==> config.mk <==
export PLATFORM = sky130hd
export DESIGN_NAME = sseg_decoder
export DESIGN_NICKNAME = d
export VERILOG_FILES = /design/src/rtl/sseg_decoder.sv
export SDC_FILE = /design/constraint.sdc
export NUM_CORES = 1
export LEC_CHECK = 0
export CORE_UTILIZATION = 50
export CTS_CLUSTER_DIAMETER = 80
export DETAILED_ROUTE_END_ITERATION = 16
export PLACE_DENSITY_LB_ADDON = 0.15
export SYNTH_ARGS = -nofsm -noshare
export SYNTH_HDL_FRONTEND = slang
export SYNTH_SLANG_ARGS = --single-unit
export TNS_END_PERCENT = 100
==> constraint.sdc <==
create_clock -name clk -period 3.2 [get_ports clk]
set_input_delay 0.32 -clock clk [delete_from_list [all_inputs] [get_ports clk]]
set_output_delay 0.32 -clock clk [all_outputs]
set_load 0.005 [all_outputs]
==> src/rtl/sseg_decoder.sv <==
`default_nettype none
// ============================================================================
//  Module      : sseg_decoder
//  Description : Snoops a multiplexed 7-segment bus. It filters each
//                {seg,an} pattern for stability and decodes the pattern back
//                to a hex nibble. It keeps a per-digit register file of
//                value/dp/vld/err and pulses upd when a digit's stored
//                contents change.
//  Revision    : 1.0 - initial release
// ============================================================================
module sseg_decoder #(
  parameter  int DIGITS = 4,
  parameter  int STABLE = 8,
  localparam int IW     = (DIGITS > 1) ? $clog2(DIGITS) : 1,
  localparam int CW     = $clog2(STABLE + 1)
) (
  input  logic                clk,
  input  logic                rst,
  input  logic [7:0]          seg,
  input  logic [DIGITS-1:0]   an,
  output logic [4*DIGITS-1:0] value,
  output logic [DIGITS-1:0]   dp,
  output logic [DIGITS-1:0]   vld,
  output logic [DIGITS-1:0]   err,
  output logic                upd,
  output logic [IW-1:0]       upd_idx
);

  localparam logic [CW-1:0] C_STABLE = CW'(STABLE);

  // Returns {valid, nibble} for a 7-bit segment pattern (g..a)
  function automatic logic [4:0] decode(input logic [6:0] p);
    logic [4:0] r;
    case (p)
      7'h3F:   r = 5'h10;
      7'h06:   r = 5'h11;
      7'h5B:   r = 5'h12;
      7'h4F:   r = 5'h13;
      7'h66:   r = 5'h14;
      7'h6D:   r = 5'h15;
      7'h7D:   r = 5'h16;
      7'h07:   r = 5'h17;
      7'h7F:   r = 5'h18;
      7'h6F:   r = 5'h19;
      7'h77:   r = 5'h1A;
      7'h7C:   r = 5'h1B;
      7'h58:   r = 5'h1C;
      7'h5E:   r = 5'h1D;
      7'h79:   r = 5'h1E;
      7'h71:   r = 5'h1F;
      default: r = 5'h00;
    endcase
    return r;
  endfunction

  logic [7:0]          s_seg_q, s_seg_d;
  logic [DIGITS-1:0]   s_an_q, s_an_d;
  logic [CW-1:0]       cnt_q, cnt_d;
  logic                armed_q, armed_d;
  logic [4*DIGITS-1:0] value_q, value_d;
  logic [DIGITS-1:0]   dp_q, dp_d;
  logic [DIGITS-1:0]   vld_q, vld_d;
  logic [DIGITS-1:0]   err_q, err_d;
  logic                upd_q, upd_d;
  logic [IW-1:0]       upd_idx_q, upd_idx_d;

  logic                same;
  logic                onehot;
  logic                capture;
  logic                changed;
  logic [IW-1:0]       idx;
  logic [4:0]          dec;

  // Filter, capture and register-file next-state logic
  always_comb begin
    s_seg_d   = seg;
    s_an_d    = an;
    cnt_d     = cnt_q;
    armed_d   = armed_q;
    value_d   = value_q;
    dp_d      = dp_q;
    vld_d     = vld_q;
    err_d     = err_q;
    upd_d     = 1'b0;
    upd_idx_d = upd_idx_q;
    changed   = 1'b0;
    idx       = '0;

    same   = (seg == s_seg_q) && (an == s_an_q);
    onehot = (an != '0) && ((an & (an - 1'b1)) == '0);
    dec    = decode(seg[6:0]);

    for (int i = 0; i < DIGITS; i++) begin
      if (an[i]) idx = IW'(i);
    end

    // The count is complete on the capture edge. Requiring an unchanged input
    // as well stops a pattern that glitches on that edge from being latched.
    capture = onehot && same && armed_q && (cnt_q == C_STABLE);

    if (!onehot) begin
      cnt_d   = '0;
      armed_d = 1'b1;
    end else if (!same) begin
      cnt_d   = CW'(1);
      armed_d = 1'b1;
    end else if (cnt_q < C_STABLE) begin
      cnt_d = cnt_q + 1'b1;
    end

    if (capture) begin
      armed_d = 1'b0;
      if (dec[4]) begin
        value_d[int'(idx)*4 +: 4] = dec[3:0];
      end
      dp_d[idx]  = seg[7];
      vld_d[idx] = dec[4];
      err_d[idx] = ~dec[4];
      changed = (value_d[int'(idx)*4 +: 4] != value_q[int'(idx)*4 +: 4]) ||
                (dp_d[idx]  != dp_q[idx])  ||
                (vld_d[idx] != vld_q[idx]) ||
                (err_d[idx] != err_q[idx]);
      if (changed) begin
        upd_d     = 1'b1;
        upd_idx_d = idx;
      end
    end
  end

  // State registers; reset wins over a capture on the same edge
  always_ff @(posedge clk) begin
    if (rst) begin
      s_seg_q   <= '0;
      s_an_q    <= '0;
      cnt_q     <= '0;
      armed_q   <= 1'b1;
      value_q   <= '0;
      dp_q      <= '0;
      vld_q     <= '0;
      err_q     <= '0;
      upd_q     <= 1'b0;
      upd_idx_q <= '0;
    end else begin
      s_seg_q   <= s_seg_d;
      s_an_q    <= s_an_d;
      cnt_q     <= cnt_d;
      armed_q   <= armed_d;
      value_q   <= value_d;
      dp_q      <= dp_d;
      vld_q     <= vld_d;
      err_q     <= err_d;
      upd_q     <= upd_d;
      upd_idx_q <= upd_idx_d;
    end
  end

  assign value   = value_q;
  assign dp      = dp_q;
  assign vld     = vld_q;
  assign err     = err_q;
  assign upd     = upd_q;
  assign upd_idx = upd_idx_q;

endmodule
`default_nettype wire
---- Word-level counts from Yosys, hierarchy flattened ----
Index checks and enable logic that the tools add are counted.
W data, S select, Z words.
storage, ports and cells
  register bits after elaboration ......... 48
  bits of input ports ..................... 14
  logic and storage cells ................. 96
cells by class
  muxes and demuxes ....................... 30
  eq/ne operators ......................... 25
  magnitude comparators ................... 3
  bitwise gates (word level) .............. 5
  reductions and logical operators ........ 15
  $add $sub $neg .......................... 3
  shifts and indexed selects .............. 4
operators by type and width
  cell                       count
  $eq A7 B7 Y1 const B       13
  $pmux W5 S16               1
  $neg A4 Y33                1
  $shift A4 B33 Y16 const A  1
  $shiftx A4 B33 Y16         1
  $mux W16                   2
  $shiftx A16 B5 Y4          2
  $bwmux W16                 1
  $eq A7 B3 Y1 const B       2
  $mux W1                    14
  $bmux W1 S2                6
  $bwmux W4                  3
  $eq A8 B8 Y1               1
  $eq A7 B6 Y1 const B       1
  $logic_and A1 B1 Y1        6
  $add A4 B1 Y4 const B      1
  $and A4 B4 Y4              1
  $eq A4 B4 Y1               1
  $eq A4 B4 Y1 const B       1
  $logic_not A4 Y1           1
  $lt A4 B4 Y1 const B       1
  $mux W2                    2
  $ne A4 B4 Y1               1
  $not A1 Y1                 4
  other kinds (12)           17

---- Depth between registers and ports, before layout ----
Gate-level depths: netlist of run 1.
  word-level depth ........................ 15
  gate-level depth with buffers ........... 16
  mapped depth without buffers ............ 14

---- Worst setup path after synthesis of run 1 ----
No wires, ideal clock.
  kind .................................... input-to-reg
  from .................................... input an[2]
  to ...................................... register upd_idx_q[1], in the netlist upd_idx[1]
  cell stages on the path ................. 16
  buffers on the path ..................... 3
  data required time ...................... 3.056 ns
  data arrival time ....................... 3.226 ns
  slack ................................... -0.170 ns
  setup time .............................. 0.144 ns
  cells stage by stage .................... buf_2 -> nor2b_1 -> nor2_1 -> clkbuf_1 -> ha_1 -> clkbuf_1 -> nor2_1 -> o21ai_0 -> o22ai_1 -> a21oi_2 -> o21ai_1 -> a221oi_1 -> nor2_1 -> a211o_1 -> a2111oi_0 -> a211oi_1
on the way
  longest elaborated chain between the ends .. 14
  elaborated cells between the ends (all ways) .. 48
  those cells by class .................... add/sub (2); order compare (2); eq/ne (5); shift (4); mux (22); bitwise (1); reduce/logical (12)
RTL lines
  element                                               line  source
  start, declared                                       20    input logic [DIGITS-1:0] an,
  branches (longest 14 deep; another with $neg A4 Y33)  n/a
  end signal, assigned                                  153   upd_idx_q <= upd_idx_d;
  end, declared                                         65    logic [IW-1:0] upd_idx_q, upd_idx_d;
Parallel ways; which one is timed is not known. The select of a mux whose other input is x is not followed.
A chain may end at the register's enable or synchronous reset.

---- Worst setup path after layout of run 1 ----
  from .................................... input an[2]
  to ...................................... register upd_idx_q[0], in the netlist upd_idx[0]
on the way
  longest elaborated chain between the ends .. 14
  elaborated cells between the ends (all ways) .. 48
  those cells by class .................... add/sub (2); order compare (2); eq/ne (5); shift (4); mux (22); bitwise (1); reduce/logical (12)
RTL lines
  element                                               line  source
  $mux W2 * (2 in a row)                                94    if (an[i]) idx = IW'(i);
  via idx[1]                                            71    logic [IW-1:0] idx;
  branches (longest 10 deep; another with $neg A4 Y33)  n/a
  $logic_or A1 B1 Y1 *                                  121   (vld_d[idx] != vld_q[idx]) ||
  $reduce_and A2 Y1 (no line) *                         n/a
Mark *: on every way through the listed nets, which the timed path passes. The select of a mux whose other input is x is not followed.

==> out/qor.yml, run 1 <==
synth:
  synth_fp_nets: 440
  synth_cells: 420
  synth_enable_flop_cells: 0
  synth-seq-cells: 48
  ys_seq_area_share_pct: 28.6
  yosys_warnings: 0
  synth_flop_cell: "dfxtp_1"
  netlist_area_sq_um: 3360
  synth_async_sr_flop_share_pct: 0
  synth.distinct_cells: 68
  syn_avg_cell_area_sq_um: 8.01
placed_design:
  gp_congestion: 0.954
  dp_cells: 607
  port_buffers: 44
  dpl_worst_slack_ps: -528
  dp_hpwl_um: 8030
layout:
  nNetsFinal: 581
  area_growth_pct: 52.2
  instances_no_fill: 638
  fin_util_pct: 79.7
  layout_common_cells: "buf_4 (111), dfxtp_1 (48), nor2_1 (38)"
  nFillCells: 447
  final_common_cell: "buf_4"
  seqCellArea_sq_um: 961
  multi_input_area_sq_um: 2540
  drive_gt1_share_pct: 32.4
  diodes: 0
clock_tree:
  clockRootBuffer: "clkbuf_8"
  clock_latency_ps: 300
  clock-sinks: 48
  cts_tree: "yes"
  clk_pin_slew_worst_paths_ps: 90
  hold_buffers: 0
  clockBufferDepth: 2
  cts_made_buffers: 5
  htreeDepth: 2
global_routing:
  grt_usage_pct: 31.6
  antenna_found_initial: 0
  grt_pass1_vias: 3513
  grt_max_degree: 45
  grt_pass1_wl_um: 17700
  grt_overflow_total: 0
power:
  swShare_pct: 29.8
  power_leakage_uw: 0.00199
  power_frac_comb_pct: 27.3
  pwr-share-seq_pct: 46.3
  fin_total_pwr_uw: 1320
  p_clk_share_pct: 26.4
  p_switching_uw: 393
  internal_power_uw: 924
  max-vdd-ir-drop_mv: 0.238
  power_density_nw_per_um2: 257
floorplan:
  ios: 45
  fp.coreArea_sq_um: 6420
  initial_core_util_pct: 52.4
  dieArea_sq_um: 7060
  die_x_um: 84.0
  fp.dieH_um: 84.0
  rows: 29
critical_path:
  start_kind: "primary input"
  r2r_slack_ps: 700
  cpPeakStageDelay_ps: 440
  crit_type: "in -> reg"
  worstPathArrival_ps: 3250
  slowest_stage: "a2111oi_2"
  path_buf_inv: 6
  cp_max_fo: 5
  worstReg2RegStart: "err[3]"
  cpLargestDelayFamily: "compound AO/OA/AOI/OAI gates"
  cp.required_ps: 3370
  cp_common_cell: "buf_4"
  cp-end-kind: "flop"
  r2r_cells: 10
  path_cells: "dlygate4sd2_1 -> buf_4 -> nor2_4 -> buf_4 -> inv_1 -> ha_2 -> nand4_1 -> a31oi_2 -> buf_4 -> buf_4 -> a32o_1 -> mux2i_1 -> o2bb2ai_1 -> a211o_1 -> a2111oi_2 -> a211oi_2"
  r2r-end: "upd_idx[0]"
run_status:
  outcome: "finished, violations left"
  violations: "design-rule violations"
detailed_routing:
  wl_per_cell_um: 18.2
  avgViaCountPerCell: 6.11
  drtAntennaViolNets: 0
  vias: 3899
  route.detailed.drc: 4
  first_pass_iters: 11
  drt_iter0_drc: 350
  wl_um: 11600
timing:
  hold_ws_ps: 473
  min_period_ps: 3090
  finalHoldViolations: 0
  fin_ws_ps: 113
  drv_slew: 0
  worst_slew_pin_slew_ps: 491
  finalCritPeriodShare_pct: 96.5
  fin_worst_skew_ps: 12.6
  clock.fmax_mhz: 324
  maxSlewHeadroom_pct: 67.0
  setup_violations: 0
min_path:
  hold_end: "armed_q"
  min_path_cells: 2
  hold_start: "armed_q"
  hp-class: "reg -> reg"
job:
  cap_violations: 0
[flip-flops by register name, indices dropped and copies added (netlist names)]
| signal | cells |
|---|---|
| armed_q | 1 |
| cnt_q | 4 |
| dp | 4 |
| err | 4 |
| s_an_q | 4 |
| s_seg_q | 8 |
| upd | 1 |
| upd_idx | 2 |
| value | 16 |
| vld | 4 |
[stage by stage]
| stage | instance area (sq um) | setup TNS (ps) |
|---|---|---|
| 5_1_grt | 5120 | -17.2 |
| 4_1_cts | 4780 | 0 |
| 6_report | 5120 | 0 |
| 3_5_place_dp | 4480 | -1220 |
| 3_3_place_gp | 4480 | -1140 |
| 2_1_floorplan | 3370 | 0 |
[worst reg2reg max path, delay by kind of cell, from the launching register on]
kind             cells  cell delay (ps)
AO/OA/AOI/OAI        8             1690
flip-flops           1              420
AND/OR/NAND/NOR      1               90
XOR/XNOR             1              180
[Yosys cell counts, drive strengths merged (4+ instances only)]
library cell / instances / area share (%)
a211o: 4 / 1.0
a211oi: 6 / 1.3
a21oi: 22 / 3.4
a221oi: 4 / 1.2
a22oi: 7 / 1.6
a31oi: 10 / 1.9
a32oi: 4 / 1.6
and2: 6 / 1.1
buf: 11 / 2.0
clkbuf: 19 / 2.1
dfxtp: 48 / 29
ha: 6 / 2.2
inv: 10 / 1.1
mux2i: 17 / 5.1
nand2: 30 / 3.4
nand2b: 4 / 0.74
nand3: 14 / 2.1
nand4: 5 / 0.93
nor2: 41 / 4.6
nor2b: 21 / 3.9
nor3: 15 / 2.4
nor4: 7 / 1.5
nor4bb: 4 / 1.2
o211ai: 4 / 1.3
o21ai: 16 / 2.4
o22ai: 4 / 0.74
or3: 4 / 0.89
xnor2: 9 / 2.3
xor2: 18 / 4.7
[power by group through the flow]
stage	clock [uW]	sequential (uW)	combinational (uW)
6_report	347	610	359
5_1_grt	370	610	384
4_1_cts	358	610	323
3_5_place_dp	0	624	300
3_3_place_gp	0	624	298
2_1_floorplan	0	623	163
[routing by layer]
| metal | GRT usage (%) | wire length (um) | vias to the layer above |
|---|---|---|---|
| li1 | - | - | 1822 |
| met1 | 43.7 | 5200 | 1830 |
| met2 | 50.5 | 5310 | 205 |
| met3 | 3.26 | 756 | 42 |
| met4 | 11.8 | 372 | 0 |
| met5 | 0 | 0 | - |
[worst max path at each step]
stage                       from    endpoint  cells after the start
after global routing       an[2]  upd_idx[1]                     16
final                      an[2]  upd_idx[0]                     16
after floorplan            an[2]  upd_idx[0]                     14
after CTS                 seg[0]  upd_idx[0]                     14
after detailed placement   an[1]  upd_idx[1]                     14
after global placement     an[1]  upd_idx[0]                     16
[cells by family (layout without fill, tap and decap cells)]
kind of cell,Yosys count,count (layout),synth area share [%]
multiplexers,19,19,5.73
adder cells (fa/ha/maj),6,6,2.23
buffers and inverters,41,182,5.36
XOR/XNOR,27,27,7.03
AO/OA/AOI/OAI,108,108,23.5
AND/OR/NAND/NOR,171,171,27.5
flip-flops,48,48,28.6
[area by class of cell]
class | instances | area share (%)
tap | 77 | 1.88
timing repair buffer | 164 | 27.3
sequential | 48 | 18.8
multi-input combinational | 331 | 49.7
clock buffer | 6 | 1.42
inverter | 11 | 0.831
clock inverter | 1 | 0.0978
[timing repair]
item | in CTS | in global routing
buffers inserted | 6 | 18
pin swaps | 8 | 21
resized for setup | 40 | 37
endpoints found under the setup margin | 2 | 3
(Power assumes the default switching activity.)
==> inputs of run 2 (changes only) <==
--- a/config.mk
+++ b/config.mk
@@ -5,9 +5,11 @@
 export SDC_FILE = /design/constraint.sdc
 export NUM_CORES = 1
 export LEC_CHECK = 0
-export CORE_UTILIZATION = 50
+export CAP_MARGIN = 20
+export CORE_UTILIZATION = 58
 export CTS_CLUSTER_DIAMETER = 80
 export DETAILED_ROUTE_END_ITERATION = 16
+export DONT_BUFFER_PORTS = 1
 export PLACE_DENSITY_LB_ADDON = 0.15
 export SYNTH_ARGS = -nofsm -noshare
 export SYNTH_HDL_FRONTEND = slang
==> run 2 against run 1 <==
Critical path type unchanged; wire length shrank 17%; the flow now finishes without violations; sequential cell count is the same; die area shrank 13%; setup slack gained 120 ps; utilization shrank 15 points; first-iteration DRC count grew 8.3%; combinational power shrank 47%; global-route usage grew 1.3 points; total power shrank 9.8%.
==> out/qor.yml, run 2 (same netlist as run 1, synthesis figures left out) <==
power:
  p_clk_share_pct: 32.6  # +6.2 points
  pwr-share-seq_pct: 51.4  # +5.1 points
  internal_power_uw: 868  # -6.0%
  power_frac_comb_pct: 16.0  # -11 points
  power_density_nw_per_um2: 329  # +28%
  swShare_pct: 26.9  # -3.0 points
  p_switching_uw: 319  # -19%
  power_leakage_uw: 0.00126  # -37%
  max-vdd-ir-drop_mv: 0.196  # -18%
placed_design:
  gp_congestion: 0.981  # +2.9%
  dp_hpwl_um: 6830  # -15%
  port_buffers: 0  # -100%
critical_path:
  crit_type: "in -> reg"
  cp.required_ps: 3420  # +50 ps
  cp_max_fo: 24  # +19
  cp-end-kind: "flop"
  start_kind: "primary input"
  worstPathArrival_ps: 3190  # -60 ps
clock_tree:
  htreeDepth: 2  # unchanged
  clock_latency_ps: 310  # about the same
  clockRootBuffer: "clkbuf_8"
  cts_tree: "yes"
  clock-sinks: 48  # unchanged
  hold_buffers: 0  # unchanged
  clk_pin_slew_worst_paths_ps: 90  # about the same
  clockBufferDepth: 2  # unchanged
  cts_made_buffers: 5  # unchanged
timing:
  clock.fmax_mhz: 336  # +3.9%
  finalCritPeriodShare_pct: 92.9  # -3.6 points
  finalHoldViolations: 0  # unchanged
  min_period_ps: 2970  # -115 ps
  fin_worst_skew_ps: 11.0  # -1.59 ps
  worst_slew_pin_slew_ps: 622  # +131 ps
  maxSlewHeadroom_pct: 58.2  # -8.7 points
  setup_violations: 0  # unchanged
  hold_ws_ps: 71.1  # -402 ps
  setup-tns-final_ps: 0  # unchanged
  drv_slew: 0  # unchanged
global_routing:
  grt_max_degree: 46  # +2.2%
  grt_pass1_vias: 3112  # -11%
  grt_usage_pct: 32.9  # +1.3 points
  grt_pass1_wl_um: 15800  # -11%
  antenna_found_initial: 0  # unchanged
  grt_overflow_total: 0  # unchanged
run_status:
  outcome: "finished clean"
layout:
  diodes: 0  # unchanged
  largest_reg_flops: 16  # unchanged
  area_growth_pct: 7.18
  drive_gt1_share_pct: 12.1  # -20 points
  nNetsFinal: 440  # -24%
  nFillCells: 500  # +12%
  layout_common_cells: "dfxtp_1 (48), nor2_1 (39), nand2_1 (29)"
  final_common_cell: "dfxtp_1"
floorplan:
  fp.coreArea_sq_um: 5540  # -14%
  initial_core_util_pct: 60.7  # +8.3 points
  dieArea_sq_um: 6110  # -13%
  fp.dieH_um: 78.2  # -7.0%
  rows: 27  # -6.9%
  ios: 45  # unchanged
  die_x_um: 78.2  # -7.0%
detailed_routing:
  vias: 3300  # -15%
  drt_iter0_drc: 379  # +8.3%
  route.detailed.drc: 0  # -4
  drtAntennaViolNets: 0  # unchanged
  first_pass_iters: 5  # -6
  avgViaCountPerCell: 6.69  # +9.5%
  wl_um: 9680  # -17%
  wl_per_cell_um: 19.6  # +7.6%
job:
  cap_violations: 0  # unchanged
min_path:
  hp-class: "in -> reg"
-- run 2: per-stage QoR --
stage | setup WS (ps) | cell area, sq um | instances | utilization (%) | power, uW
after floorplan | 43.7 | 3370 | 420 | - | 787
after global placement | -26.7 | 3480 | 484 | 62.8 | 806
after detailed placement | -161 | 3480 | 484 | 62.8 | 807
after CTS | 150 | 3580 | 492 | 64.5 | 1190
after global routing | -7.82 | 3600 | 493 | 65.1 | 1230
final | 228 | 3600 | 493 | 65.1 | 1190
-- run 2: path summary, 6_finish.rpt --
kind	startpoint	endpoint	slack (ps)	cells after the start
hold reg to reg	armed_q	armed_q	480	2
setup / recovery	an[1]	upd_idx[0]	230	14
hold / removal	rst	s_an_q[2]	70	1
setup reg to reg	s_an_q[0]	upd_idx[0]	530	8
-- run 2: worst max-delay path, stage by stage --
cell and delay, ps:
nor2b_1 130, nor2_2 150, clkinv_1 110, ha_1 310, nor4b_1 460, a22oi_1 200, o211a_1 150, o41ai_1 80
xnor2_1 160, nand2_1 80, o2bb2ai_1 130, a211o_1 350, a211o_1 330, a211oi_1 240
-- run 2: per-layer routing --
| layer | global-route usage, % | part of all wire [%] | vias up |
|---|---|---|---|
| li1 | - | - | 1535 |
| met1 | 44.5 | 44 | 1561 |
| met2 | 51.8 | 44 | 186 |
| met3 | 7.09 | 9.4 | 18 |
| met4 | 10.9 | 1.8 | 0 |
| met5 | 0 | 0 | - |
-- run 2: layout make-up --
type                    instances  area (sq um)  area share (%)
multi-input cells             331          2250            62.3
clock inverters                 1          7.51           0.208
repair buffers                 23           173            4.79
inverters                      11          41.3            1.15
well taps                      72          90.1            2.50
clock buffers                   7          86.3            2.39
flip-flops and latches         48           961            26.7
-- run 2: repair_timing --
item,4_1_cts,5_1_grt
endpoints found under the hold margin,0,0
endpoints found under the setup margin,0,2
resized for setup,0,6
setup buffers,0,1
-- run 2: power by group through the flow --
stage | registers [uW] | clock network, uW | logic [uW]
floorplan | 623 | 0 | 163
global placement | 624 | 0 | 182
detailed placement | 624 | 0 | 183
CTS | 610 | 394 | 184
global route | 611 | 413 | 206
finish | 610 | 387 | 190
==> inputs of run 3 (changes only) <==
--- a/config.mk
+++ b/config.mk
@@ -6,7 +6,8 @@
 export NUM_CORES = 1
 export LEC_CHECK = 0
 export CAP_MARGIN = 20
-export CORE_UTILIZATION = 58
+export CORE_UTILIZATION = 60
+export CTS_BUF_LIST = sky130_fd_sc_hd__clkbuf_4
 export CTS_CLUSTER_DIAMETER = 80
 export DETAILED_ROUTE_END_ITERATION = 16
 export DONT_BUFFER_PORTS = 1
==> run 3 against run 2 <==
Utilization increased by 3.1 points; sequential share of layout area increased by 0.27 points; cell count decreased by 0.81%; cell area decreased by 1.0%; hold slack got worse by 11 ps; combinational power increased by 3%; non-clock buffer count decreased by 2; total power decreased by 0.13%.
==> out/qor.yml, run 3 (same netlist as run 1, synthesis figures left out) <==
clock_tree:
  cts_resized: 0  # unchanged
  cts_made_buffers: 5  # unchanged
  cts_tree: "yes"
  htreeDepth: 2  # unchanged
  clock_latency_ps: 380  # +70 ps
  clockRootBuffer: "clkbuf_4"
  clk_pin_slew_worst_paths_ps: 150  # +60 ps
  clockBufferDepth: 2  # unchanged
  clock-sinks: 48  # unchanged
timing:
  fin_worst_skew_ps: 8.99  # -2.04 ps
  clock.fmax_mhz: 350  # +4.1%
  hold_ws_ps: 60.5  # -10.6 ps
  finalCritPeriodShare_pct: 89.2  # -3.6 points
  finalHoldViolations: 0  # unchanged
  maxSlewHeadroom_pct: 68.1  # +9.9 points
  drv_slew: 0  # unchanged
  worst_slew_pin_slew_ps: 474  # -148 ps
  min_period_ps: 2860  # -117 ps
  setup_violations: 0  # unchanged
  setup-tns-final_ps: 0  # unchanged
  rsz0062_at_grt: "no"
min_path:
  hp-class: "in -> reg"
layout:
  instances_no_fill: 489  # -0.81%
  multi_input_area_sq_um: 2220  # -0.95%
  layout_common_cells: "dfxtp_1 (48), nor2_1 (40), nand2_1 (29)"
  diodes: 0  # unchanged
  final_common_cell: "dfxtp_1"
  drive_gt1_share_pct: 11.0  # -1.1 points
  nFillCells: 437  # -13%
  seqCellArea_sq_um: 961  # unchanged
  area_growth_pct: 6.10
  largest_reg_flops: 16  # unchanged
  nNetsFinal: 438  # -0.45%
detailed_routing:
  route.detailed.drc: 0  # unchanged
  wl_um: 9180  # -5.1%
  vias: 3257  # -1.3%
  first_pass_iters: 5  # unchanged
  avgViaCountPerCell: 6.66  # -0.50%
  drt_iter0_drc: 353  # -6.9%
  drtAntennaViolNets: 0  # unchanged
  wl_per_cell_um: 18.8  # -4.4%
power:
  power_leakage_uw: 0.00125  # -0.85%
  power_frac_comb_pct: 16.6  # +0.6 points
  pwr-share-seq_pct: 51.5  # about the same
  max-vdd-ir-drop_mv: 0.268  # +37%
  p_switching_uw: 325  # +1.9%
  swShare_pct: 27.4  # +0.55 points
  internal_power_uw: 860  # -0.88%
  power_density_nw_per_um2: 332  # +0.88%
  p_clk_share_pct: 31.9  # -0.7 points
global_routing:
  globalRouteMet3Util_pct: 6.67  # -0.43 points
  grt_pass1_vias: 2998  # -3.7%
  grt_overflow_total: 0  # unchanged
  grt_busiest_layer: "met2"
  met1_usage_pct: 44.4  # about the same
  met2_usage_pct: 46.8  # -5.0 points
  antenna_found_initial: 0  # unchanged
  grt_max_degree: 45  # -2.2%
  grt_pass1_wl_um: 14800  # -6.6%
  grt_usage_pct: 31.5  # -1.4 points
critical_path:
  path_cells: "nor2b_1 -> nor2_1 -> buf_4 -> ha_1 -> nor2_1 -> o21ai_0 -> o22ai_1 -> a21oi_2 -> o21ai_1 -> a221oi_1 -> nor2_1 -> a211o_1 -> a211o_1 -> a211oi_1"
  worstPathArrival_ps: 3160  # -30 ps
  crit_cells: 14  # unchanged
  cpLargestDelayFamily: "compound AO/OA/AOI/OAI gates"
  cp_max_fo: 24  # unchanged
  r2r_slack_ps: 480  # -50 ps
  crit_type: "in -> reg"
  start_kind: "primary input"
  slowest_stage: "a211o_1"
  r2r-end: "upd_idx[0]"
  path_buf_inv: 1  # unchanged
  r2r_cells: 7  # -1
  cp-end-kind: "flop"
  cp_common_cell: "nor2_1"
  critPathLaunch: "an[1]"
  cpPeakStageDelay_ps: 360  # -100 ps
  worstReg2RegStart: "s_an_q[0]"
  cp-endpoint: "upd_idx[1]"
  cp.required_ps: 3510  # +90 ps
floorplan:
  ios: 45  # unchanged
  rows: 26  # -3.7%
  dieArea_sq_um: 5910  # -3.2%
  die_x_um: 76.9  # -1.6%
  initial_core_util_pct: 64.2  # +3.5 points
  fp.dieH_um: 76.9  # -1.6%
  fp.coreArea_sq_um: 5240  # -5.5%
placed_design:
  dp_cells: 480  # -0.83%
  dp_hpwl_um: 6540  # -4.3%
  gp_congestion: 0.993  # +1.2%
  port_buffers: 0  # unchanged
job:
  cap_violations: 0  # unchanged
run_status:
  outcome: "finished clean"
-- run 3: power groups by stage --
stage / clock network, uW / registers [uW] / logic, uW
finish: 378 / 611 / 196
detailed placement: 0 / 624 / 179
floorplan: 0 / 623 / 163
global route: 411 / 612 / 209
CTS: 390 / 611 / 191
global placement: 0 / 624 / 177
-- run 3: routing by layer --
metal	wire length, um	vias to the layer above
met2	4010	189
met3	977	23
li1	-	1538
met1	4020	1507
met4	174	0
met5	0	-
-- run 3: cell type report --
cell class / instances / share of cell area, %
inverters: 11 / 1.16
clock inverters: 3 / 1.30
repair buffers: 21 / 4.77
well taps: 70 / 2.45
clock buffers: 5 / 1.05
multi-input cells: 331 / 62.3
flip-flops and latches: 48 / 26.9
-- run 3: worst min-delay path by stage --
| stage | start | endpoint | cells after the start |
|---|---|---|---|
| 2_1_floorplan | armed_q | armed_q | 2 |
| 3_3_place_gp | rst | s_an_q[3] | 1 |
| 3_5_place_dp | rst | s_an_q[0] | 1 |
| 4_1_cts | seg[2] | s_seg_q[2] | 1 |
| 5_1_grt | seg[6] | s_seg_q[6] | 1 |
| 6_report | seg[0] | s_seg_q[0] | 1 |
-- run 3: per-stage QoR --
step | power, uW | worst slack [ps] | instance area (sq um) | utilization, %
6_report | 1190 | 345 | 3570 | 68.1
5_1_grt | 1230 | 116 | 3570 | 68.1
4_1_cts | 1190 | 410 | 3570 | 68.1
3_5_place_dp | 803 | 8.03 | 3460 | 66.1
3_3_place_gp | 801 | 71.2 | 3460 | 66.1
2_1_floorplan | 787 | 43.7 | 3370 | -
-- run 3: what timing repair did --
action                                 in CTS  in global routing
hold buffers                                1                  0
endpoints found under the hold margin      44                  0
buffers inserted                            0                  0
